**src/rtl/ctrl_pipe_pkg.sv**
```systemverilog
// ctrl_pipe_pkg: shared bundle layout, opcodes and halt FSM encoding for ctrl_pipe.
package ctrl_pipe_pkg;

    localparam int CTRL_W = 12;

    localparam int B_REGWRITE = 0;
    localparam int B_REGDST   = 1;
    localparam int B_ALUSRC   = 2;
    localparam int B_MEMREAD  = 3;
    localparam int B_MEMWRITE = 4;
    localparam int B_MEMTOREG = 5;
    localparam int B_LOWER    = 6;
    localparam int B_HIGHER   = 7;
    localparam int B_BEN      = 8;
    localparam int B_BR       = 9;
    localparam int B_PCS      = 10;
    localparam int B_HLT      = 11;

    localparam logic [3:0] OP_ADD    = 4'd0;
    localparam logic [3:0] OP_SUB    = 4'd1;
    localparam logic [3:0] OP_XOR    = 4'd2;
    localparam logic [3:0] OP_RED    = 4'd3;
    localparam logic [3:0] OP_SLL    = 4'd4;
    localparam logic [3:0] OP_SRA    = 4'd5;
    localparam logic [3:0] OP_ROR    = 4'd6;
    localparam logic [3:0] OP_PADDSB = 4'd7;
    localparam logic [3:0] OP_LW     = 4'd8;
    localparam logic [3:0] OP_SW     = 4'd9;
    localparam logic [3:0] OP_LLB    = 4'd10;
    localparam logic [3:0] OP_LHB    = 4'd11;
    localparam logic [3:0] OP_B      = 4'd12;
    localparam logic [3:0] OP_BR     = 4'd13;
    localparam logic [3:0] OP_PCS    = 4'd14;
    localparam logic [3:0] OP_HLT    = 4'd15;

    typedef enum logic [1:0] {
        RUN    = 2'd0,
        PEND   = 2'd1,
        HALTED = 2'd2
    } halt_st_t;

endpackage

```
**src/rtl/ctrl_pipe_if.sv**
```systemverilog
// ctrl_pipe_if: ID-side inputs and per-stage control outputs of ctrl_pipe.
interface ctrl_pipe_if #(
    parameter int REG_AW = 4
);
    import ctrl_pipe_pkg::*;

    logic              instr_valid;
    logic [3:0]        opc;
    logic [REG_AW-1:0] id_rs;
    logic [REG_AW-1:0] id_rt;
    logic [REG_AW-1:0] id_rd;
    logic              ext_stall;
    logic              flush;
    logic [CTRL_W-1:0] ex_ctrl;
    logic [CTRL_W-1:0] mem_ctrl;
    logic [CTRL_W-1:0] wb_ctrl;
    logic [REG_AW-1:0] ex_rd;
    logic [REG_AW-1:0] mem_rd;
    logic [REG_AW-1:0] wb_rd;
    logic              fetch_hold;
    logic              load_use;
    logic [1:0]        fwd_a;
    logic [1:0]        fwd_b;
    logic              halted;

    modport master (
        output instr_valid, opc, id_rs, id_rt, id_rd, ext_stall, flush,
        input  ex_ctrl, mem_ctrl, wb_ctrl, ex_rd, mem_rd, wb_rd,
        input  fetch_hold, load_use, fwd_a, fwd_b, halted
    );

    modport slave (
        input  instr_valid, opc, id_rs, id_rt, id_rd, ext_stall, flush,
        output ex_ctrl, mem_ctrl, wb_ctrl, ex_rd, mem_rd, wb_rd,
        output fetch_hold, load_use, fwd_a, fwd_b, halted
    );

endinterface

```
**src/rtl/ctrl_decode.sv**
```systemverilog
// ctrl_decode: opcode to control bundle plus which register sources the instruction reads.
module ctrl_decode
    import ctrl_pipe_pkg::*;
#(
    parameter int REG_AW       = 4,
    parameter bit R0_HARDWIRED = 1'b1
) (
    input  logic              instr_valid,
    input  logic [3:0]        opc,
    input  logic [REG_AW-1:0] rd,
    output logic [CTRL_W-1:0] ctrl,
    output logic              use_rs,
    output logic              use_rt
);

    logic [CTRL_W-1:0] raw;

    // raw bundle per opcode class, before validity and r0 write suppression
    always_comb begin
        raw = '0;
        case (opc)
            OP_ADD, OP_SUB, OP_XOR, OP_RED, OP_PADDSB: begin
                raw[B_REGWRITE] = 1'b1;
                raw[B_REGDST]   = 1'b1;
            end
            OP_SLL, OP_SRA, OP_ROR: begin
                raw[B_REGWRITE] = 1'b1;
                raw[B_REGDST]   = 1'b1;
                raw[B_ALUSRC]   = 1'b1;
            end
            OP_LW: begin
                raw[B_REGWRITE] = 1'b1;
                raw[B_ALUSRC]   = 1'b1;
                raw[B_MEMREAD]  = 1'b1;
                raw[B_MEMTOREG] = 1'b1;
            end
            OP_SW: begin
                raw[B_ALUSRC]   = 1'b1;
                raw[B_MEMWRITE] = 1'b1;
            end
            OP_LLB: begin
                raw[B_REGWRITE] = 1'b1;
                raw[B_REGDST]   = 1'b1;
                raw[B_ALUSRC]   = 1'b1;
                raw[B_LOWER]    = 1'b1;
            end
            OP_LHB: begin
                raw[B_REGWRITE] = 1'b1;
                raw[B_REGDST]   = 1'b1;
                raw[B_ALUSRC]   = 1'b1;
                raw[B_HIGHER]   = 1'b1;
            end
            OP_B:   raw[B_BEN] = 1'b1;
            OP_BR:  raw[B_BR]  = 1'b1;
            OP_PCS: begin
                raw[B_REGWRITE] = 1'b1;
                raw[B_REGDST]   = 1'b1;
                raw[B_PCS]      = 1'b1;
            end
            default: raw[B_HLT] = 1'b1;
        endcase
    end

    // gate by validity, drop writes to r0, and flag the sources read
    always_comb begin
        ctrl = instr_valid ? raw : '0;
        if (R0_HARDWIRED && rd == '0) ctrl[B_REGWRITE] = 1'b0;
        use_rs = instr_valid && (opc <= OP_LHB || opc == OP_BR);
        use_rt = instr_valid && (opc <= OP_RED || opc == OP_PADDSB || opc == OP_SW);
    end

endmodule

```
**src/rtl/ctrl_pipe.sv**
```systemverilog
// ctrl_pipe: pipelined control with load-use bubbles, branch flush and HLT sequencing.
// Define CTRL_PIPE_FWD_EN to enable EX operand forwarding selects.
module ctrl_pipe
    import ctrl_pipe_pkg::*;
#(
    parameter int REG_AW       = 4,
    parameter bit R0_HARDWIRED = 1'b1
) (
    input logic        clk,
    input logic        rst,
    ctrl_pipe_if.slave bus
);

    logic [CTRL_W-1:0] dec_ctrl;
    logic [CTRL_W-1:0] ex_ctrl;
    logic [CTRL_W-1:0] mem_ctrl;
    logic [CTRL_W-1:0] wb_ctrl;
    logic [REG_AW-1:0] ex_rd;
    logic [REG_AW-1:0] mem_rd;
    logic [REG_AW-1:0] wb_rd;
    logic              use_rs;
    logic              use_rt;
    logic              load_use;
    logic              bubble;
    halt_st_t          state;
    halt_st_t          state_nxt;

    function automatic logic hit(input logic wr, input logic [REG_AW-1:0] dst,
                                 input logic [REG_AW-1:0] src);
        return wr && dst == src && !(R0_HARDWIRED && dst == '0);
    endfunction

    ctrl_decode #(
        .REG_AW      (REG_AW),
        .R0_HARDWIRED(R0_HARDWIRED)
    ) u_decode (
        .instr_valid(bus.instr_valid),
        .opc        (bus.opc),
        .rd         (bus.id_rd),
        .ctrl       (dec_ctrl),
        .use_rs     (use_rs),
        .use_rt     (use_rt)
    );

`ifdef CTRL_PIPE_FWD_EN
    logic [REG_AW-1:0] ex_rs;
    logic [REG_AW-1:0] ex_rt;

    // with forwarding only a load in EX can leave an ID source unresolved
    always_comb begin
        load_use = (use_rs && hit(ex_ctrl[B_MEMREAD], ex_rd, bus.id_rs))
                || (use_rt && hit(ex_ctrl[B_MEMREAD], ex_rd, bus.id_rt));
    end

    // source addresses ride with ID/EX so EX can choose a forward path
    always_ff @(posedge clk or posedge rst) begin
        if (rst) begin
            ex_rs <= '0;
            ex_rt <= '0;
        end else if (!bus.ext_stall) begin
            ex_rs <= bubble ? '0 : bus.id_rs;
            ex_rt <= bubble ? '0 : bus.id_rt;
        end
    end

    function automatic logic [1:0] fwd_sel(input logic [REG_AW-1:0] src);
        return hit(mem_ctrl[B_REGWRITE], mem_rd, src) ? 2'b10 :
               hit(wb_ctrl[B_REGWRITE], wb_rd, src)   ? 2'b01 : 2'b00;
    endfunction

    assign bus.fwd_a = fwd_sel(ex_rs);
    assign bus.fwd_b = fwd_sel(ex_rt);
`else
    // without forwarding any writer still in EX or EX/MEM blocks the reader
    always_comb begin
        load_use = (use_rs && (hit(ex_ctrl[B_MEMREAD], ex_rd, bus.id_rs)
                            || hit(ex_ctrl[B_REGWRITE], ex_rd, bus.id_rs)
                            || hit(mem_ctrl[B_REGWRITE], mem_rd, bus.id_rs)))
                || (use_rt && (hit(ex_ctrl[B_MEMREAD], ex_rd, bus.id_rt)
                            || hit(ex_ctrl[B_REGWRITE], ex_rd, bus.id_rt)
                            || hit(mem_ctrl[B_REGWRITE], mem_rd, bus.id_rt)));
    end

    assign bus.fwd_a = 2'b00;
    assign bus.fwd_b = 2'b00;
`endif

    assign bubble = bus.flush || load_use || state != RUN;

    // stage registers: ID/EX takes a bubble or the decode, later stages shift; all freeze on stall
    always_ff @(posedge clk or posedge rst) begin
        if (rst) begin
            ex_ctrl  <= '0;
            mem_ctrl <= '0;
            wb_ctrl  <= '0;
            ex_rd    <= '0;
            mem_rd   <= '0;
            wb_rd    <= '0;
        end else if (!bus.ext_stall) begin
            ex_ctrl  <= bubble ? '0 : dec_ctrl;
            ex_rd    <= bubble ? '0 : bus.id_rd;
            mem_ctrl <= ex_ctrl;
            mem_rd   <= ex_rd;
            wb_ctrl  <= mem_ctrl;
            wb_rd    <= mem_rd;
        end
    end

    // halt state register
    always_ff @(posedge clk or posedge rst) begin
        if (rst) state <= RUN;
        else     state <= state_nxt;
    end

    // an issued HLT parks the front end until it reaches WB, then halt sticks
    always_comb begin
        state_nxt = state;
        if (!bus.ext_stall) begin
            state_nxt = (state == RUN && !bubble && dec_ctrl[B_HLT]) ? PEND :
                        (state == PEND && wb_ctrl[B_HLT])            ? HALTED : state;
        end
    end

    assign bus.ex_ctrl    = ex_ctrl;
    assign bus.mem_ctrl   = mem_ctrl;
    assign bus.wb_ctrl    = wb_ctrl;
    assign bus.ex_rd      = ex_rd;
    assign bus.mem_rd     = mem_rd;
    assign bus.wb_rd      = wb_rd;
    assign bus.load_use   = load_use;
    assign bus.fetch_hold = bus.ext_stall || load_use || state != RUN;
    assign bus.halted     = state == HALTED;

endmodule

```
**src/flat_wrapper.sv**
```systemverilog
// flat-port wrapper written by rule: the top's interface ports become plain ports
module ctrl_pipe_flat import ctrl_pipe_pkg::*;
#(
    parameter int REG_AW       = 4,
    parameter bit R0_HARDWIRED = 1'b1
)
  (clk, rst, bus_instr_valid, bus_opc, bus_id_rs, bus_id_rt, bus_id_rd, bus_ext_stall, bus_flush, bus_ex_ctrl, bus_mem_ctrl, bus_wb_ctrl, bus_ex_rd, bus_mem_rd, bus_wb_rd, bus_fetch_hold, bus_load_use, bus_fwd_a, bus_fwd_b, bus_halted);
  ctrl_pipe_if #(.REG_AW(REG_AW)) bus_i ();
  input logic clk;
  input logic rst;
  input wire logic [$bits(bus_i.instr_valid)-1:0] bus_instr_valid;
  input wire logic [$bits(bus_i.opc)-1:0] bus_opc;
  input wire logic [$bits(bus_i.id_rs)-1:0] bus_id_rs;
  input wire logic [$bits(bus_i.id_rt)-1:0] bus_id_rt;
  input wire logic [$bits(bus_i.id_rd)-1:0] bus_id_rd;
  input wire logic [$bits(bus_i.ext_stall)-1:0] bus_ext_stall;
  input wire logic [$bits(bus_i.flush)-1:0] bus_flush;
  output wire logic [$bits(bus_i.ex_ctrl)-1:0] bus_ex_ctrl;
  output wire logic [$bits(bus_i.mem_ctrl)-1:0] bus_mem_ctrl;
  output wire logic [$bits(bus_i.wb_ctrl)-1:0] bus_wb_ctrl;
  output wire logic [$bits(bus_i.ex_rd)-1:0] bus_ex_rd;
  output wire logic [$bits(bus_i.mem_rd)-1:0] bus_mem_rd;
  output wire logic [$bits(bus_i.wb_rd)-1:0] bus_wb_rd;
  output wire logic [$bits(bus_i.fetch_hold)-1:0] bus_fetch_hold;
  output wire logic [$bits(bus_i.load_use)-1:0] bus_load_use;
  output wire logic [$bits(bus_i.fwd_a)-1:0] bus_fwd_a;
  output wire logic [$bits(bus_i.fwd_b)-1:0] bus_fwd_b;
  output wire logic [$bits(bus_i.halted)-1:0] bus_halted;
  assign bus_i.instr_valid = bus_instr_valid;
  assign bus_i.opc = bus_opc;
  assign bus_i.id_rs = bus_id_rs;
  assign bus_i.id_rt = bus_id_rt;
  assign bus_i.id_rd = bus_id_rd;
  assign bus_i.ext_stall = bus_ext_stall;
  assign bus_i.flush = bus_flush;
  assign bus_ex_ctrl = bus_i.ex_ctrl;
  assign bus_mem_ctrl = bus_i.mem_ctrl;
  assign bus_wb_ctrl = bus_i.wb_ctrl;
  assign bus_ex_rd = bus_i.ex_rd;
  assign bus_mem_rd = bus_i.mem_rd;
  assign bus_wb_rd = bus_i.wb_rd;
  assign bus_fetch_hold = bus_i.fetch_hold;
  assign bus_load_use = bus_i.load_use;
  assign bus_fwd_a = bus_i.fwd_a;
  assign bus_fwd_b = bus_i.fwd_b;
  assign bus_halted = bus_i.halted;
  ctrl_pipe #(.REG_AW(REG_AW), .R0_HARDWIRED(R0_HARDWIRED)) u_core (.clk(clk), .rst(rst), .bus(bus_i));
endmodule
```
**config.mk**
```make
export PLATFORM = sky130hd
export DESIGN_NAME = ctrl_pipe_flat
export DESIGN_NICKNAME = d
export VERILOG_FILES = /design/src/rtl/ctrl_pipe_pkg.sv /design/src/rtl/ctrl_pipe_if.sv /design/src/rtl/ctrl_decode.sv /design/src/rtl/ctrl_pipe.sv /design/src/flat_wrapper.sv
export SDC_FILE = /design/constraint.sdc
export NUM_CORES = 1
export LEC_CHECK = 0
export ABC_AREA = 1
export CAP_MARGIN = 20
export CORE_AREA = 5 5 78 80
export DETAILED_ROUTE_END_ITERATION = 10
export DIE_AREA = 0 0 83 85
export PLACE_DENSITY_LB_ADDON = 0.25
export REMOVE_ABC_BUFFERS = 1
export SLEW_MARGIN = 30
export SYNTH_ARGS = -nofsm -noshare
export SYNTH_HDL_FRONTEND = slang
export SYNTH_HIERARCHICAL = 1
export SYNTH_SLANG_ARGS = --single-unit
```
**constraint.sdc**
```tcl
create_clock -name clk -period 4.5 [get_ports clk]
set_input_delay 1.125 -clock clk [delete_from_list [all_inputs] [get_ports clk]]
set_output_delay 1.125 -clock clk [all_outputs]
set_load 0.02 [all_outputs]
```
**After elaboration in Yosys (flattened, before gate mapping)**

Index checks and enable logic that the tools add are counted.

- Magnitude comparators: 2
- Equal/unequal tests: 20
- Multiplexer cells: 17
- Bitwise logic cells: 1
- Reductions and logical operators: 46

Operator list:

| operator | number |
|---|---|
| == test 4 bit, second input constant | 7 |
| two-way mux 12 bit | 2 |
| logical AND 1 bit | 19 |
| == test 4 x 3 -> 1 bit, second input constant | 4 |
| == test 4 bit | 4 |
| logical NOT 4 bit | 4 |
| OR reduction 15 bit | 1 |
| logical OR 1 bit | 12 |
| two-way mux 1 bit | 12 |
| OR reduction 12 bit | 1 |
| OR reduction 11 bit | 1 |
| == test 4 x 2 -> 1 bit, second input constant | 2 |
| OR reduction 7 bit | 1 |
| == test 4 x 1 -> 1 bit, second input constant | 1 |
| <= comparator 4 x 2 -> 1 bit, second input constant | 1 |
| <= comparator 4 bit, second input constant | 1 |
| two-way mux 2 bit | 2 |
| two-way mux 4 bit | 1 |
| nonzero test 2 bit | 2 |
| logical NOT 1 bit | 3 |
| == test 2 x 1 -> 1 bit, second input constant | 1 |
| == test 2 bit, second input constant | 1 |
| logical NOT 2 bit | 1 |
| AND reduction 2 bit | 1 |
| inverter 1 bit | 1 |

- Register bits: 50
- Output and inout port bits: 55
- Logic and storage cells: 93

**Longest topological paths before layout**

- Word-level depth: 14
- Mapped depth: 11
- Gate-level depth less buffers: 10

**By module**

Netlist, hierarchy kept.

By module, submodules not included:

| module | instances | cells an instance | area each (sq um) | seq. area each (sq um) |
|---|---|---|---|---|
| ctrl_pipe | 1 | 323 | 2444.8 | 1251.2 |
| ctrl_decode | 1 | 39 | 162.7 | 0.0 |

**Worst setup path after synthesis**

Ideal clock, no wire load.

- Path kind: in2out
- From: input port bus_opc[1]
- To: output port bus_fetch_hold
- Data arrival time: 1.958 ns
- Required time: 3.375 ns
- Setup slack: 1.417 ns
- Cell stages on the path: 6
- Path through: inv_1 > nand2_1 > a21oi_1 > nand2_4 > buf_6 > nand4_1

- Elaborated cells on any way between the ends: 15

RTL lines:

| element | line | RTL |
|---|---|---|
| start, declared | flat_wrapper.sv:12 | `input wire logic [$bits(bus_i.opc)-1:0] bus_opc;` |
| <= comparator 4 bit / == test 4 bit (equally long branches) | ctrl_decode.sv:68 | `use_rs = instr_valid && (opc <= OP_LHB \|\| opc == OP_BR);` |
| logical OR 1 bit * | ctrl_decode.sv:68 |  |
| logical AND 1 bit * | ctrl_decode.sv:68 |  |
| named net u_core.use_rs | ctrl_pipe.sv:21 | `logic use_rs;` |
| logical AND 1 bit * | ctrl_pipe.sv:76 | `load_use = (use_rs && (hit(ex_ctrl[B_MEMREAD], ex_rd, bus.id_rs)` |
| logical OR 1 bit * | ctrl_pipe.sv:79 | `\|\| (use_rt && (hit(ex_ctrl[B_MEMREAD], ex_rd, bus.id_rt)` |
| logical OR 1 bit * (2 in series) | ctrl_pipe.sv:131 | `assign bus.fetch_hold = bus.ext_stall \|\| load_use \|\| state != RUN;` |
| end, declared | flat_wrapper.sv:24 | `output wire logic [$bits(bus_i.fetch_hold)-1:0] bus_fetch_hold;` |

The timed path passes the listed nets; every way through them passes the cells marked *.

**Worst setup path in the final report**

- From: input port bus_opc[1]
- To: output port bus_fetch_hold

- Longest elaborated chain between the ends: 8
- Elaborated cells on any way between the ends: 15

Ends and longest elaborated chain:

| element | line | RTL |
|---|---|---|
| <= comparator 4 x 2 -> 1 bit / == test 4 x 3 -> 1 bit (equally long branches) | ctrl_decode.sv:69 | `use_rt = instr_valid && (opc <= OP_RED \|\| opc == OP_PADDSB \|\| opc == OP_SW);` |
| logical OR 1 bit | ctrl_decode.sv:69 |  |
| logical OR 1 bit * | ctrl_decode.sv:69 |  |
| logical AND 1 bit * | ctrl_decode.sv:69 |  |
| named net u_core.use_rt | ctrl_pipe.sv:22 | `logic use_rt;` |
| logical AND 1 bit * | ctrl_pipe.sv:79 |  |
| logical OR 1 bit * | ctrl_pipe.sv:79 |  |
| logical OR 1 bit * (2 in series) | ctrl_pipe.sv:131 |  |

Marks and branches as above.

==> load_flow_metrics.sql <==
INSERT INTO impl_metrics (metric_group, metric, value, unit) VALUES
('route', 'drt_drc_violations_left', '0', ''),
('logic_synthesis', 'syn-cell-area', '0.00261', 'mm2'),
('logic_synthesis', 'syn_avg_cell_area', '7.20', 'um2'),
('cts', 'clock_tree.root_cell', 'clkbuf_8', ''),
('cts', 'clk_path_buf_depth', '2', ''),
('global_route', 'total_routing_usage_gr', '17.6', '%'),
('logic_synthesis', 'post_synth_num_cell_types', '22', ''),
('sta', 'drv_slew', '0', ''),
('run_status', 'outcome', 'completed', ''),
('sta', 'final.setup.worst_slack', '0.270', 'ns'),
('cts', 'ctsResizeCount', '0', ''),
('logic_synthesis', 'ys_seq_elements', '50', ''),
('sta', 'relative_slew_margins', '59.0', '%'),
('placement', 'dp_slack', '0.319', 'ns'),
('sta', 'max_fclk', '0.236', 'GHz'),
('route', 'drt_iter0_drc', '92', ''),
('layout', 'design.final.nets', '448', ''),
('global_route', 'grt_antenna_before_repair', '0', ''),
('power', 'powerDensity', '243', 'mW/mm2'),
('cts', 'cts-hold-fix-buffers', '0', ''),
('die', 'die_width', '83', 'um'),
('sta', 'clock_skew', '0.00461', 'ns'),
('worst_setup_path', 'required', '3.38', 'ns'),
('logic_synthesis', 'syn_inst_count', '362', ''),
('sta', 'fin_worst_hold_slack', '0.478', 'ns'),
('cts', 'postCtsSetupBuffers', '0', ''),
('sta', 'report.final.setup_viol', '0', ''),
('sta', 'timing.setup.tns', '0', 'ns'),
('flow_run', 'timing.max_cap.violations', '0', ''),
('logic_synthesis', 'number_of_warnings_issued_by_yosys', '6', ''),
('logic_synthesis', 'synth_sequential_area_ratio', '48.0', '%'),
('placement', 'port-buffer-count', '71', ''),
('hold_path', 'class_of_the_most_critical_hold_timing_path', 'flip-flop to flip-flop', ''),
('cts', 'clkSinkCount', '50', ''),
('power', 'total_leakage_power', '1.74', 'nW'),
('hold_path', 'min-delay-start', 'u_core/bus.wb_ctrl[6]$_DFFE_PP0N_', ''),
('layout', 'flow.area_growth_from_synthesis', '31.7', '%'),
('cts', 'clock_latency_on_the_worst_skew_pair', '0.30', 'ns'),
('worst_setup_path', 'cp_data_arrival_time', '3.11', 'ns'),
('placement', 'sum_of_net_half_perimeters_after_detailed_placement', '4.21', 'mm'),
('route', 'via_count', '2401', ''),
('worst_setup_path', 'criticalPathCategory', 'input port to output pin', ''),
('worst_setup_path', 'r2r_start', 'u_core/bus.ex_rd[1]$_DFFE_PP0N_', ''),
('global_route', 'first_global_vias', '2322', ''),
('die', 'floorplan.io_pins', '76', ''),
('cts', 'cts-buffers-inserted', '5', ''),
('route', 'wirelength', '6.03', 'mm'),
('worst_setup_path', 'path_max_fanout', '18', ''),
('die', 'design.die.area', '0.00706', 'mm2'),
('layout', 'final_layout_size_suffix_gt1_share', '5.61', '%'),
('sta', 'tightestPinTransition', '0.615', 'ns'),
('route', 'detailedRoute.firstPassIterationCount', '4', ''),
('route', 'ant_nets', '0', ''),
('die', 'initial_core_utilization', '48.9', '%'),
('die', 'floorplan.rows', '27', ''),
('logic_synthesis', 'synthDominantAreaCellType', 'dfrtp_1', ''),
('power', 'vdd.ir_drop.worst', '0.139', 'mV'),
('sta', 'finalCriticalPeriod', '4.23', 'ns'),
('global_route', 'grt-ovfl-total', '0', ''),
('logic_synthesis', 'synth.area.top_cells', 'dfrtp_1 (48%), nand2_1 (20%), nor2_1 (6.3%), inv_1 (6.2%), o21ai_0 (4.2%)', ''),
('cts', 'tritoncts_clock_tree', 'done', ''),
('sta', 'final_cycle_share', '94.0', '%'),
('worst_setup_path', 'worstSetupEndpointType', 'output pin', ''),
('sta', 'hold_viol_final', '0', ''),
('cts', 'clk_pin_slew', '0.09', 'ns'),
('route', 'route.detailed.wl_per_inst', '12.1', 'um'),
('cts', 'cts_max_level', '2', ''),
('die', 'fp.coreArea', '0.00534', 'mm2'),
('worst_setup_path', 'startpoint_type', 'input port', ''),
('layout', 'antenna-diode-count', '0', ''),
('sta', 'grt_setup_unrepaired', 'no', ''),
('route', 'vias_per_cell', '4.80', ''),
('placement', 'gp_congestion', '0.901', ''),
('logic_synthesis', 'synth_largest_type_area_fraction', '48.0', '%'),
('global_route', 'grt_start_max_net_pins', '57', ''),
('die', 'floorplan.die.height', '85', 'um'),
('worst_setup_path', 'crit_start', 'bus_opc[1]', ''),
('global_route', 'first_pass_grt_wire_length', '10.5', 'mm');
[final timing paths]
path                       cells after the start                                 end  slack (ns)
setup reg to reg                               9  u_core/bus.ex_ctrl[11]$_DFFE_PP0N_        3.00
hold / removal                                 2   u_core/bus.wb_ctrl[6]$_DFFE_PP0N_        0.48
setup / recovery                               8                      bus_fetch_hold        0.27
max in group asynchronous                      2    u_core/bus.mem_rd[0]$_DFFE_PP0N_        2.84
min in group asynchronous                      2   u_core/bus.wb_ctrl[3]$_DFFE_PP0N_        1.26
hold reg to reg                                2   u_core/bus.wb_ctrl[6]$_DFFE_PP0N_        0.48
[cell families after synthesis]
family	after synthesis	synth area share, %
other	1	0.144
buffers and inverters	66	11.1
flip-flops	50	48.0
XOR/XNOR	3	1.01
AO/OA/AOI/OAI	30	5.90
AND/OR/NAND/NOR	212	33.8
[final cells by class]
cell class,count,area (um2)
multi-input combinational,249,1080
sequential,50,1250
fill,516,1900
clock inverter,3,43.8
tap,72,90.1
inverter,48,183
clock buffer,5,68.8
timing repair buffer,73,721
[synthesized netlist by cell type]
cell type and instances:
nand2_2 2, inv_2 5, conb_1 1, buf_4 5, nand4_2 1, buf_6 3
inv_1 43, buf_2 1, a21oi_1 6, nand4_1 17, dfrtp_1 50, nand2_1 138
xor2_1 3, nor2_1 44, nand2_4 2, nand3_2 1, o21ai_0 22, clkbuf_1 9
nand3_1 6, a21oi_2 1, nor3_1 1, o21ai_1 1
[state kept, by name (all words and copies together), names as in the netlist]
register / flops
u_core/bus.mem_rd: 4
u_core/bus.wb_rd: 4
u_core/bus.ex_rd: 4
u_core/bus.mem_ctrl: 12
u_core/bus.wb_ctrl: 12
u_core/state: 2
u_core/bus.ex_ctrl: 12
[metal layers]
metal  GRT usage [%]  wire [um]  share of wire [%]  vias up
met2            30.5       2920                 48       63
met4            4.01         49               0.81        0
li1                -          -                  -     1237
met5               0          0                  0        -
met3            3.88        290                4.8        4
met1            22.5       2770                 46     1097
[power by group]
| part | switching, W | internal (W) |
|---|---|---|
| Sequential | 0.00000000000000000566 | 0.000449 |
| Combinational | 0.0000466 | 0.0000248 |
| Clock | 0.000148 | 0.000167 |
[per-stage QoR]
step | cell area (um2) | power [W] | std cells | utilization (%)
2_1_floorplan | 2510 | 0.000491 | 347 | -
3_3_place_gp | 3320 | 0.000528 | 492 | 62.2
3_5_place_dp | 3320 | 0.000529 | 492 | 62.2
4_1_cts | 3430 | 0.000845 | 500 | 64.3
5_1_grt | 3430 | 0.000872 | 500 | 64.3
6_report | 3430 | 0.000835 | 500 | 64.3
[critical path, cell delays in order]
cell,delay [ns]
clkdlybuf4s50_1,0.55
nand2_1,0.12
nand2_1,0.11
nand2_1,0.06
a21oi_1,0.22
nand2_4,0.17
nand4_1,0.12
clkdlybuf4s50_1,0.61
[placed cells by master, fill, tap and decap left out, types with 2 or more instances in the layout]
cell type | synthesis | routed
nand2_4 | 2 | 2
a21oi_1 | 6 | 6
clkbuf_8 | 0 | 5
inv_1 | 43 | 42
nor2_1 | 44 | 44
nand4_1 | 17 | 17
inv_2 | 5 | 5
clkdlybuf4s50_1 | 0 | 70
nand2_2 | 2 | 2
conb_1 | 1 | 4
nand3_1 | 6 | 6
nand2_1 | 138 | 138
dfrtp_1 | 50 | 50
buf_4 | 5 | 2
xor2_1 | 3 | 3
o21ai_0 | 22 | 22
Note: power is estimated with default switching activity, not from simulation.
